### src/rtl/shift_normalizer.sv
// shift_normalizer: iterative normalizer that shifts a word one bit per cycle
// until its MSB (left mode) or LSB (right mode) is set. It reports the
// normalized word, the number of shifts applied and an all-zero indication.
module shift_normalizer #(
  parameter int WIDTH = 8
) (
  input  logic                     clk,
  input  logic                     rst_n,
  input  logic                     in_valid,
  output logic                     in_ready,
  input  logic [WIDTH-1:0]         data_in,
  input  logic                     shift_direction,
  input  logic                     flush,
  output logic                     out_valid,
  input  logic                     out_ready,
  output logic [WIDTH-1:0]         data_out,
  output logic [$clog2(WIDTH)-1:0] shift_amount,
  output logic                     zero_flag,
  output logic                     busy
);

  localparam int CW = $clog2(WIDTH);

  typedef enum logic [1:0] {
    IDLE  = 2'd0,
    SHIFT = 2'd1,
    DONE  = 2'd2
  } state_t;

  state_t           state, state_nxt;
  logic [WIDTH-1:0] work, work_nxt;
  logic [CW-1:0]    cnt, cnt_nxt;
  logic             zf, zf_nxt;
  logic             dir, dir_nxt;
  logic             out_valid_nxt;
  logic             busy_nxt;

  // in_ready depends on the state register only, never on inputs
  assign in_ready     = (state == IDLE);
  assign data_out     = work;
  assign shift_amount = cnt;
  assign zero_flag    = zf;

  // Next-state and datapath decisions; flush always wins over other events
  always_comb begin
    state_nxt = state;
    work_nxt  = work;
    cnt_nxt   = cnt;
    zf_nxt    = zf;
    dir_nxt   = dir;
    unique case (state)
      IDLE: begin
        if (!flush && in_valid) begin
          work_nxt  = data_in;
          dir_nxt   = shift_direction;
          cnt_nxt   = '0;
          zf_nxt    = 1'b0;
          state_nxt = SHIFT;
        end
      end
      SHIFT: begin
        if (flush) begin
          zf_nxt    = 1'b0;
          state_nxt = IDLE;
        end else if (work == '0) begin
          zf_nxt    = 1'b1;
          cnt_nxt   = '0;
          work_nxt  = '0;
          state_nxt = DONE;
        end else if (dir ? work[WIDTH-1] : work[0]) begin
          state_nxt = DONE;
        end else begin
          // A nonzero word reaches its target bit within WIDTH-1 shifts,
          // so the counter cannot wrap.
          work_nxt = dir ? {work[WIDTH-2:0], 1'b0} : {1'b0, work[WIDTH-1:1]};
          cnt_nxt  = cnt + CW'(1);
        end
      end
      DONE: begin
        if (flush) begin
          zf_nxt    = 1'b0;
          state_nxt = IDLE;
        end else if (out_ready) begin
          state_nxt = IDLE;
        end
      end
      default: begin
        state_nxt = IDLE;
      end
    endcase
    out_valid_nxt = (state_nxt == DONE);
    busy_nxt      = (state_nxt != IDLE);
  end

  // State, working register and registered status outputs
  always_ff @(posedge clk or negedge rst_n) begin
    if (!rst_n) begin
      state     <= IDLE;
      work      <= '0;
      cnt       <= '0;
      zf        <= 1'b0;
      dir       <= 1'b0;
      out_valid <= 1'b0;
      busy      <= 1'b0;
    end else begin
      state     <= state_nxt;
      work      <= work_nxt;
      cnt       <= cnt_nxt;
      zf        <= zf_nxt;
      dir       <= dir_nxt;
      out_valid <= out_valid_nxt;
      busy      <= busy_nxt;
    end
  end

endmodule

### config.mk
export PLATFORM = sky130hd
export DESIGN_NAME = shift_normalizer
export DESIGN_NICKNAME = d
export VERILOG_FILES = /design/src/rtl/shift_normalizer.sv
export SDC_FILE = /design/constraint.sdc
export NUM_CORES = 1
export LEC_CHECK = 0
export CORE_MARGIN = 3
export CORE_UTILIZATION = 49
export CTS_CLUSTER_DIAMETER = 60
export CTS_CLUSTER_SIZE = 12
export DETAILED_ROUTE_END_ITERATION = 10
export GPL_ROUTABILITY_DRIVEN = 0
export PLACE_DENSITY = 0.91
export SETUP_SLACK_MARGIN = 0.05
export SLEW_MARGIN = 20
export SYNTH_ARGS = -nofsm -noshare
export SYNTH_HDL_FRONTEND = slang
export SYNTH_SLANG_ARGS = --single-unit
### constraint.sdc
create_clock -name clk -period 4.35 [get_ports clk]
set_input_delay 0.87 -clock clk [delete_from_list [all_inputs] [get_ports clk]]
set_output_delay 0.87 -clock clk [all_outputs]
set_load 0.03 [all_outputs]
-- Word level (Yosys, flattened, before mapping)
Cells that the tools add are included.
- register bits after elaboration: 17
- logic and storage cells: 50
- output and inout bits: 15
- bits of input ports: 14
- eq/ne operators: 8
- add/subtract/negate cells: 1
- muxes and demuxes: 24
- reduce and logical (&&, ||, !) cells: 10
- operators with widths (cell ; number):
    8-bit 2-to-1 mux ; 5
    8-bit case mux with 2 select lines ; 1
    2-bit 2-to-1 mux ; 6
    3-bit 2-to-1 mux ; 4
    8-bit zero test ; 1
    4-bit AND reduction ; 2
    3-bit inequality test, second input constant ; 2
    2-bit case mux with 3 select lines ; 1
    3-bit case mux with 2 select lines ; 1
    1-bit 2-to-1 mux ; 5
    2-bit equality test, second input constant ; 2
    2-bit inequality test, second input constant ; 2
    2-bit nonzero test ; 2
    3-bit by 1-bit adder with 3-bit output, second input constant ; 1
    1-bit case mux with 3 select lines ; 1
    3-bit nonzero test ; 1
    2-bit by 1-bit equality test with 1-bit output, second input constant ; 1
    2-bit zero test ; 1
    2-bit by 1-bit inequality test with 1-bit output, second input constant ; 1
    2-bit AND reduction ; 1
    1-bit logical AND ; 1
    1-bit zero test ; 1

-- Depth between registers and ports, before layout
Gate-level depths: netlist of run 1.
- depth after elaboration: 6
- gate-level depth with buffers: 7
- gate-level depth less buffers: 4

-- Worst setup path before layout of run 1
No wires, ideal clock.
- path kind: input port to flip-flop
- from: input port flush
- to: register cnt[2], in the netlist shift_amount[2]
- slack: 2.406 ns
- stages: 6
- data required time: 4.229 ns
- setup time: 0.121 ns
- buffers on the path: 2
- arrival: 1.823 ns
- cells stage by stage: buf_2 > nor4b_4 > a31oi_1 > buf_2 > o21bai_1 > a22o_2
- longest elaborated chain between the ends: 4
- elaborated cells between the ends (all ways): 5
- classes of those cells: eq/ne: 2; reduce/logical: 3
- RTL lines (element ; line ; RTL):
    start, declared ; 13 ; input logic flush,
    1-bit zero test ; 53 ; if (!flush && in_valid) begin
    1-bit logical AND ; 53 ;
    2-bit by 1-bit inequality test with 1-bit output (no line) ; n/a ;
    4-bit AND reduction (no line) (*) ; n/a ;
    end signal, assigned ; 108 ; cnt <= cnt_nxt;
    end, declared ; 32 ; logic [CW-1:0] cnt, cnt_nxt;
Mark *: on every way between the ends. The rest lies on a longest branch, timed or not.
A chain may end at the register's enable or synchronous reset.

-- Worst setup path in the final report of run 1
- from: register state[0]
- to: output port in_ready
- longest elaborated chain between the ends: 1
- RTL lines (element ; line ; RTL):
    start, declared ; 30 ; state_t state, state_nxt;
    start signal, assigned ; 106 ; state <= state_nxt;
    2-bit zero test ; 39 ; assign in_ready = (state == IDLE);
    end, declared ; 10 ; output logic in_ready,
Every way passes these cells.

==> summary.md, run 1 <==
| Metric | Value |
|---|---|
| Status | completed |
| Total Die Area | 2470 µm² |
| Number of hold-repair buffers added at the cts stage | 0 |
| Data arrival time of the critical path | 1.63 ns |
| Static leakage power | between 0.5 and 0.6 nW |
| Global Route met2 Usage | 0.286 |
| Normalized max-slew margin | 0.301 |
| Async set-reset flop share out of synthesis | 1.00 |
| Average footprint of a synthesized cell | 10.3 µm² |
| Number of cells on the worst reg-to-reg path | 4 |
| Global-route wire length before repair | around 3.4 mm |
| Pin count of the biggest net entering global routing | 21 |
| TritonCTS clock tree | yes |
| Critical path startpoint category | flop |
| Clock root buffer | sky130_fd_sc_hd__clkbuf_4 |
| Maximum cell stage delay along the critical path | around 0.69 ns |
| Max-slew violations | 0 |
| Layout cells sized above 1 | 0.120 |
| CTS buffer count | 3 |
| Top-area cell type share of the netlist area | 0.455 |
| Post-Synthesis Cells | approximately 90 |
| Number of design rule violations left after detail routing | 0 |
| Primary FF master, synth | sky130_fd_sc_hd__dfrtp_1 |
| Register bit total from synthesis | 17 |
| CP top delay family | buffers and inverters |
| Critical register-to-register path endpoint | state[0] |
| Num ports | 29 |
| Number of rows created at floorplan | 15 |
| Antenna violations before repair | 0 |
| Met3 track utilization from global routing | 0.0302 |
| Setup slack after layout | approximately 1.8 ns |
| Number of global-route vias before repair | ~740 |
| Syn nets | around 110 |
| PortBufs | 28 |
| Clock-pin transition on the worst setup and hold timing paths | about 0.09 ns |
| Sequential cell area fraction in the yosys report | 0.455 |
| Antenna-violating nets left | 0 |
| Post-synth cell types | 31 |
| Final core occ | 0.704 |
| Clock skew after layout | around 0.0033 ns |
| Post-synthesis cell type with the largest combined area | sky130_fd_sc_hd__dfrtp_1 |
| Min-delay worst type | reg2reg |
| Area contributors post-synth | sky130_fd_sc_hd__dfrtp_1 45%, sky130_fd_sc_hd__mux2i_1 7.5%, sky130_fd_sc_hd__a211oi_1 4.8% |
| Number of clock sinks | 17 |
| Yosys Warn Count | 0 |
| Global-route met1 utilization | 0.242 |
| Final period demand of the worst path | ~2.5 ns |
| Reg-to-reg slack, setup | around 2.2 ns |
| Die height | 49.7 µm |
| Worst slack at placement | 1.79 ns |
| Total congestion overflow after global routing | 0 |
| Post-layout net count | 133 |
| Via count normalized by instance count | around 5.6 |
| Overall Global Routing Usage | 0.176 |
| Peak VDD IR | slightly above 0.0004 V |
| Area inside the core boundary | approximately 1800 µm² |
| Synthesized area | between 900 and 1000 µm² |
| Number of synthesized flops with an enable pin | 0 |
| Number of maximum-capacitance constraint violations | 0 |
| Largest driver fanout on the critical path | 9 |
| Critical path destination | in_ready |
| Fin crit share | 0.575 |
| Critical Path Start | state[0] |
| Post-cts gate resize count | 0 |
| Power consumption | 0.763 mW |
| Average wire length per cell after detail routing | approximately 14 µm |
| Setup-failing EPs final | 0 |
| Clock insertion delay at the later pin of the skew report | about 0.27 ns |
| Final antenna diode count | 0 |
| Most used standard cell by instance count after synthesis | sky130_fd_sc_hd__dfrtp_1 |
| Setup TNS | 0 ns |
| Cells along the critical path | nor2_1, clkdlybuf4s50_1 |
| Iteration-0 DRC count of the detailed router | 15 |
| Overall die width | slightly below 50 µm |
| Stages on the worst setup path | 2 |
| Unrepaired setup endpoints after global routing | no |
| Detailed placer's ending HPWL | roughly 1.5 mm |
| Master of the slowest instance on the critical path | sky130_fd_sc_hd__clkdlybuf4s50_1 |
| 1st-pass router iterations | 4 |
| Startpoint of the most critical register-to-register path | state[0] |
| Power Density | 615 nW/µm² |
| Most Crowded Layer GR | met2 |
| Required @ worst endpoint | between 3 and 4 ns |
| Highest clock rate | between 300 and 400 MHz |
| Endpoint class of the critical path | primary output |
| Synth cell count leaders | 17 x sky130_fd_sc_hd__dfrtp_1, 11 x sky130_fd_sc_hd__nor2_1, 7 x sky130_fd_sc_hd__mux2i_1, 6 x sky130_fd_sc_hd__a211oi_1, 6 x sky130_fd_sc_hd__a21oi_1 |
| Final hold violations | 0 |
| Count of buffering cells on the critical path with inverters included | 1 |
| Initial Utilization | 0.530 |
| Area growth from synthesis to final layout | 32.6% |
| Vias after detailed routing | 793 |
| Filler Cell Count | 148 |
| Total routed wirelength | roughly 2 mm |
| Worst Setup Path Type | reg2out |
| Clock tree buffer depth | 2 |
| Actual transition at the worst max-transition pin | around 1.0 ns |
| CTS H-tree depth | 1 |
| Buffers inserted by post-CTS timing repair | 0 |
## placed cells by master, fill, tap and decap left out, types with 3 or more instances in the layout
cell                              synthesis  layout
sky130_fd_sc_hd__a21o_1                   5       5
sky130_fd_sc_hd__nor2_1                  11      11
sky130_fd_sc_hd__a21oi_1                  6       6
sky130_fd_sc_hd__mux2i_1                  7       7
sky130_fd_sc_hd__nand2_1                  3       3
sky130_fd_sc_hd__o21ai_0                  4       4
sky130_fd_sc_hd__clkdlybuf4s50_1          0      28
sky130_fd_sc_hd__dfrtp_1                 17      17
sky130_fd_sc_hd__a211oi_1                 6       6
sky130_fd_sc_hd__clkbuf_4                 0       3
## power by group
group | internal [mW] | leakage, nW | switching [mW]
Clock | 0.0355 | 0.0150 | 0.0444
Sequential | 0.210 | 0.219 | 0.0784
Combinational | 0.186 | 0.328 | 0.209
Total | 0.431 | 0.561 | 0.332
## registers in the layout, summed over array words and instances (netlist names)
name          flops
busy              1
data_out          8
dir               1
out_valid         1
shift_amount      3
state             2
zero_flag         1
## layout make-up
type | instances | area (µm²) | area share
multi-input cells | 65 | 463 | 0.373
flip-flops and latches | 17 | 425 | 0.343
repair buffers | 29 | 288 | 0.232
well taps | 25 | 31.3 | 0.0252
clock buffers | 4 | 26.3 | 0.0212
inverters | 2 | 7.51 | 0.00605
## per-stage QoR
stage	instances	area, µm²	hold slack [ns]
floorplan	91	936	0.574
global placement	138	1210	0.513
detailed placement	138	1210	0.526
CTS	142	1240	0.547
global route	142	1240	0.572
finish	142	1240	0.541
## layer usage
| layer | part of all wire | routed length (µm) | up-vias |
|---|---|---|---|
| met5 | 0 | 0 | - |
| met4 | 0.0071 | 14 | 0 |
| met3 | 0.038 | 76 | 2 |
| met2 | 0.51 | 1010 | 21 |
| met1 | 0.44 | 876 | 391 |
| li1 | - | - | 379 |
## logic make-up (layout without fill, tap and decap cells)
| family | Yosys count | count (layout) | share of synthesized area |
|---|---|---|---|
| simple gates | 25 | 25 | 0.158 |
| mux | 9 | 9 | 0.0989 |
| fa+ha+maj | 1 | 1 | 0.0134 |
| flops | 17 | 17 | 0.455 |
| compound gates | 30 | 30 | 0.225 |
| buf+inv | 9 | 35 | 0.0508 |
## worst reg2reg max path, delay by kind of cell, from the launching register on
| family | cells | cell delay (ns) |
|---|---|---|
| flops | 1 | 0.53 |
| compound gates | 2 | 0.54 |
| simple gates | 2 | 1.01 |
## worst min path at each step
stage,from,end,cells after the start
global placement,shift_amount[2],shift_amount[2],1
CTS,shift_amount[2],shift_amount[2],1
finish,shift_amount[2],shift_amount[2],1
floorplan,rst_n,busy,0
detailed placement,shift_amount[2],shift_amount[2],1
global route,shift_amount[2],shift_amount[2],1
Note: power is estimated with default switching activity, not from simulation.
==> run 2, diff against run 1 <==
--- a/config.mk
+++ b/config.mk
@@ -6,12 +6,12 @@
 export NUM_CORES = 1
 export LEC_CHECK = 0
 export CORE_MARGIN = 3
-export CORE_UTILIZATION = 49
+export CORE_UTILIZATION = 41
 export CTS_CLUSTER_DIAMETER = 60
 export CTS_CLUSTER_SIZE = 12
 export DETAILED_ROUTE_END_ITERATION = 10
 export GPL_ROUTABILITY_DRIVEN = 0
-export PLACE_DENSITY = 0.91
+export PLACE_DENSITY = 0.82
 export SETUP_SLACK_MARGIN = 0.05
 export SLEW_MARGIN = 20
 export SYNTH_ARGS = -nofsm -noshare
==> constraint.sdc (replaced) <==
create_clock -name clk -period 2.25 [get_ports clk]
set_input_delay 0.45 -clock clk [delete_from_list [all_inputs] [get_ports clk]]
set_output_delay 0.45 -clock clk [all_outputs]
set_load 0.03 [all_outputs]
==> run 2 against run 1 <==
  * Routed wire length increased by 4.3%
  * Sequential share of layout area fell by 0.74 points
  * Via count fell by 2.6%
  * Clock skew grew 0.0018 ns
  * Hold slack worse by 0.095 ns
  * Non-clock buffer count increased by 3
  * First-iteration DRC count decreased by 40%
  * Critical path depth is 1 lower
  * Clock-buffer cell count unchanged
  * Die area increased by 17%
  * Largest cell class unchanged
  * Largest power group unchanged
==> summary.md, run 2 (synthesis gave the netlist of run 1 again) <==
| Metric | Value |
|---|---|
| Status | completed |
| Peak VDD IR | slightly above 0.0007 V |
| Via count normalized by instance count | 5.25 |
| Largest driver fanout on the critical path | 5 |
| Buffers inserted by post-CTS timing repair | 0 |
| PortBufs | 28 |
| Setup-failing EPs final | 0 |
| Clock tree buffer depth | 2 |
| Layout cells sized above 1 | 0.142 |
| Antenna-violating nets left | 0 |
| Final period demand of the worst path | ~1.9 ns |
| Power Density | 1170 nW/µm² |
| Actual transition at the worst max-transition pin | approximately 0.46 ns |
| Total Die Area | 2890 µm² |
| Worst slack at placement | 0.194 ns |
| TritonCTS clock tree | yes |
| Area growth from synthesis to final layout | 35.6% |
| Post-layout net count | roughly 140 |
| Global-route wire length before repair | between 3 and 4 mm |
| Unrepaired setup endpoints after global routing | no |
| Post-route cell area | 1270 µm² |
| Total congestion overflow after global routing | 0 |
| Die height | roughly 54 µm |
| Data arrival time of the critical path | roughly 1.4 ns |
| Maximum cell stage delay along the critical path | 0.71 ns |
| Number of design rule violations left after detail routing | 0 |
| Final core occ | 0.615 |
| Clock root buffer | sky130_fd_sc_hd__clkbuf_4 |
| Vias after detailed routing | between 700 and 800 |
| Highest clock rate | 534 MHz |
| Flip-flop count of the largest register after layout | 8 |
| 1st-pass router iterations | 4 |
| Count of buffering cells on the critical path with inverters included | 1 |
| Clock-pin transition on the worst setup and hold timing paths | ~0.1 ns |
| Critical path startpoint category | flop |
| Number of global-route vias before repair | roughly 750 |
| Most common cell after layout, fill and taps aside | sky130_fd_sc_hd__clkdlybuf4s50_1 |
| Post-cts gate resize count | 0 |
| WHS | 0.446 ns |
| Initial Utilization | 0.454 |
| Total routed wirelength | ~2 mm |
| Cells along the critical path | clkdlybuf4s50_1 |
| Worst Setup Path Type | reg2out |
| Cell area after placement | 1240 µm² |
| Num ports | 29 |
| Setup TNS | 0 ns |
| CTS H-tree depth | 1 |
| Master of the slowest instance on the critical path | sky130_fd_sc_hd__clkdlybuf4s50_1 |
| Filler Cell Count | approximately 190 |
| Final standard cell count with taps included and fillers excluded | ~150 |
| Area inside the core boundary | approximately 2100 µm² |
| Normalized max-slew margin | 0.696 |
| Detailed placer's ending HPWL | 1.56 mm |
| Overall die width | 53.8 µm |
| Max-slew violations | 0 |
| Fin crit share | 0.833 |
| Clock skew after layout | between 0.005 and 0.006 ns |
| Static leakage power | 0.580 nW |
| Number of hold-repair buffers added at the cts stage | 0 |
| Number of maximum-capacitance constraint violations | 0 |
| Endpoint class of the critical path | primary output |
| Setup slack after layout | 0.377 ns |
| Iteration-0 DRC count of the detailed router | 9 |
| Clock insertion delay at the later pin of the skew report | 0.29 ns |
| Power consumption | 1.49 mW |
| Sequential cell area | between 400 and 500 µm² |
| Top library cells by usage in the layout, fill and taps aside | 27 x sky130_fd_sc_hd__clkdlybuf4s50_1, 17 x sky130_fd_sc_hd__dfrtp_1, 11 x sky130_fd_sc_hd__nor2_1 |
| Multi-input gate area | between 400 and 500 µm² |
| Average wire length per cell after detail routing | 14.0 µm |
| Pin count of the biggest net entering global routing | 17 |
| Final antenna diode count | 0 |
| Cell count after placement | 143 |
| Final hold violations | 0 |
| CTS buffer count | 3 |
| Min-delay worst type | in2async |
| Required @ worst endpoint | between 1.5 and 2 ns |
| CP top delay family | buffers and inverters |
| Number of clock sinks | 17 |
| Overall Global Routing Usage | 0.166 |
| Number of rows created at floorplan | 16 |
| Antenna violations before repair | 0 |
run 2: path summary, 6_finish.rpt:
path	startpoint	to	slack [ns]	cells past startpoint
worst max-delay path	data_out[0]	data_out[0]	0.38	1
worst min-delay path	rst_n	shift_amount[2]	0.45	1
worst max register to register	dir	shift_amount[2]	0.55	5
worst min register to register	shift_amount[2]	shift_amount[2]	0.55	1
max in group asynchronous	rst_n	state[1]	1.33	2
min in group clk	shift_amount[2]	shift_amount[2]	0.55	1
run 2: report_power, final:
| group | leakage [nW] | switching, mW | total [mW] | internal, mW |
|---|---|---|---|---|
| logic | 0.347 | 0.401 | 0.770 | 0.370 |
| clock network | 0.0150 | 0.0915 | 0.160 | 0.0689 |
| registers | 0.219 | 0.153 | 0.559 | 0.406 |
run 2: layout make-up:
class	instances	share of cell area
multi-input cells	65	0.365
flip-flops and latches	17	0.335
repair buffers	32	0.247
well taps	27	0.0266
clock buffers	4	0.0207
inverters	2	0.00592
run 2: layer usage:
layer / part of all wire / up-vias / global-route usage / routed length (µm)
met2: 0.46 / 20 / 0.254 / 949
met3: 0.046 / 4 / 0.0332 / 94
met1: 0.48 / 360 / 0.231 / 989
met4: 0.014 / 0 / 0.0638 / 28
li1: - / 388 / - / -
met5: 0 / - / 0 / 0
run 2: worst register-to-register path, delay by kind of cell, from the launching register on:
kind	cells	cell delay, ns
flops	1	0.63
buf+inv	1	0.18
mux	1	0.30
compound gates	3	0.49
==> run 3, diff against run 2 <==
==> constraint.sdc (replaced) <==
create_clock -name clk -period 1.7 [get_ports clk]
set_input_delay 0.34 -clock clk [delete_from_list [all_inputs] [get_ports clk]]
set_output_delay 0.34 -clock clk [all_outputs]
set_load 0.03 [all_outputs]
==> run 3 against run 2 <==
  * Register-to-register slack got worse by 0.46 ns
  * Die area did not move
  * Critical path depth is 3 higher
  * Sequential share of layout area shrank 2.4 points
  * Via count rose by 15%
==> summary.md, run 3 (synthesis gave the netlist of run 1 again) <==
| Metric | Value |
|---|---|
| Pin count of the biggest net entering global routing | 18 |
| CTS H-tree depth | 1 |
| 1st-pass router iterations | 4 |
| Antenna-violating nets left | 0 |
| Largest driver fanout on the critical path | 3 |
| Clock skew after layout | 0.00805 ns |
| Number of cells on the worst reg-to-reg path | 4 |
| Reg-to-reg slack, setup | roughly 0.085 ns |
| Multi-input gate area | 492 µm² |
| Endpoint class of the critical path | flop |
| Top library cells by usage in the layout, fill and taps aside | 14 x sky130_fd_sc_hd__buf_4, 13 x sky130_fd_sc_hd__dfrtp_1, 13 x sky130_fd_sc_hd__clkdlybuf4s50_1, 13 x sky130_fd_sc_hd__dlygate4sd2_1, 11 x sky130_fd_sc_hd__nor2_1 |
| Vias after detailed routing | 887 |
| Number of design rule violations left after detail routing | 0 |
| Clock-pin transition on the worst setup and hold timing paths | ~0.1 ns |
| Sequential cell area | approximately 430 µm² |
| Most common cell after layout, fill and taps aside | sky130_fd_sc_hd__buf_4 |
| Unrepaired setup endpoints after global routing | yes |
| Average wire length per cell after detail routing | about 15 µm |
| Actual transition at the worst max-transition pin | ~0.32 ns |
| Antenna violations before repair | 0 |
| Iteration-0 DRC count of the detailed router | 21 |
| Area inside the core boundary | just over 2000 µm² |
| Die height | about 54 µm |
| Initial Utilization | 0.454 |
| Clock tree buffer depth | 2 |
| Setup-failing EPs final | 0 |
| Cell count after placement | ~160 |
| Total routed wirelength | around 2.4 mm |
| Area growth from synthesis to final layout | 47.9% |
| Required @ worst endpoint | around 1.9 ns |
| CTS buffer count | 3 |
| Total congestion overflow after global routing | 0 |
| Clock insertion delay at the later pin of the skew report | 0.30 ns |
| Critical path startpoint category | flop |
| Max-slew violations | 0 |
| Worst Setup Path Type | reg2reg |
| Final standard cell count with taps included and fillers excluded | 160 |
| PortBufs | 28 |
| Data arrival time of the critical path | 1.81 ns |
| Final hold violations | 0 |
| Buffers inserted by post-CTS timing repair | 0 |
| Total Die Area | just under 3000 µm² |
| Detailed placer's ending HPWL | ~1.8 mm |
| Flip-flop count of the largest register after layout | 8 |
| Layout cells sized above 1 | 0.286 |
| Power Density | approximately 1500 nW/µm² |
| Number of rows created at floorplan | 16 |
| Min-delay worst type | in2async |
| TritonCTS clock tree | yes |
| Via count normalized by instance count | around 5.5 |
| Final antenna diode count | 0 |
| Fin crit share | 0.950 |
| Number of hold-repair buffers added at the cts stage | 0 |
| Number of clock sinks | 17 |
| Final period demand of the worst path | roughly 1.6 ns |
| Peak VDD IR | about 0.00098 V |
| WHS | ~0.36 ns |
| Clock root buffer | sky130_fd_sc_hd__clkbuf_4 |
| Overall Global Routing Usage | 0.182 |
| Post-layout net count | around 150 |
| Overall die width | roughly 54 µm |
| Number of global-route vias before repair | roughly 910 |
| Number of maximum-capacitance constraint violations | 0 |
| Filler Cell Count | between 150 and 200 |
| Num ports | 29 |
| Static leakage power | about 0.7 nW |
| Normalized max-slew margin | 0.788 |
| Status | completed |
| Highest clock rate | between 600 and 700 MHz |
| Global-route wire length before repair | approximately 3.8 mm |
[run 3: per-stage QoR]
stage	utilization	power, mW	instance area [µm²]	setup TNS [ns]	setup WS, ns
after floorplan	-	1.38	941	0	0.0532
after global placement	0.647	1.88	1340	-0.463	-0.127
after detailed placement	0.647	1.92	1340	-0.910	-0.181
after CTS	0.652	2.06	1340	0	0.0529
after global routing	0.671	2.24	1380	0	0.0338
final	0.671	2.11	1380	0	0.0852
[run 3: layout make-up]
| class | count | area share |
|---|---|---|
| Sequential cell | 17 | 0.311 |
| Timing Repair Buffer | 45 | 0.285 |
| Tap cell | 27 | 0.0244 |
| Inverter | 2 | 0.00542 |
| Clock buffer | 4 | 0.0190 |
| Multi-Input combinational cell | 65 | 0.355 |
[run 3: layer usage]
layer	share of wire	global-route usage
met1	0.44	0.212
met2	0.49	0.325
met3	0.051	0.0277
met4	0.014	0.0766
met5	0	0
[run 3: timing repair]
action,4_1_cts,5_1_grt
setup endpoints to repair,14,7
resized for setup,14,12
pin swaps,0,1
gates cloned,0,1
[run 3: report_power, final]
group	internal, mW	switching, mW
Combinational	0.533	0.687
Sequential	0.547	0.118
Clock	0.0915	0.134
Total	1.17	0.939
[run 3: final timing paths]
| kind | from | endpoint |
|---|---|---|
| worst max-delay path | data_out[4] | shift_amount[0] |
| worst min-delay path | rst_n | shift_amount[1] |
| worst max register to register | data_out[4] | shift_amount[0] |
| worst min register to register | shift_amount[2] | shift_amount[2] |
| max in group asynchronous | rst_n | data_out[7] |
| min in group clk | shift_amount[2] | shift_amount[2] |
[run 3: worst max-delay path, stage by stage, from the launching register on]
cell	delay (ns)
sky130_fd_sc_hd__dfrtp_2	0.43
sky130_fd_sc_hd__or4_4	0.56
sky130_fd_sc_hd__o21ai_4	0.19
sky130_fd_sc_hd__nor2_2	0.07
sky130_fd_sc_hd__mux2_2	0.26
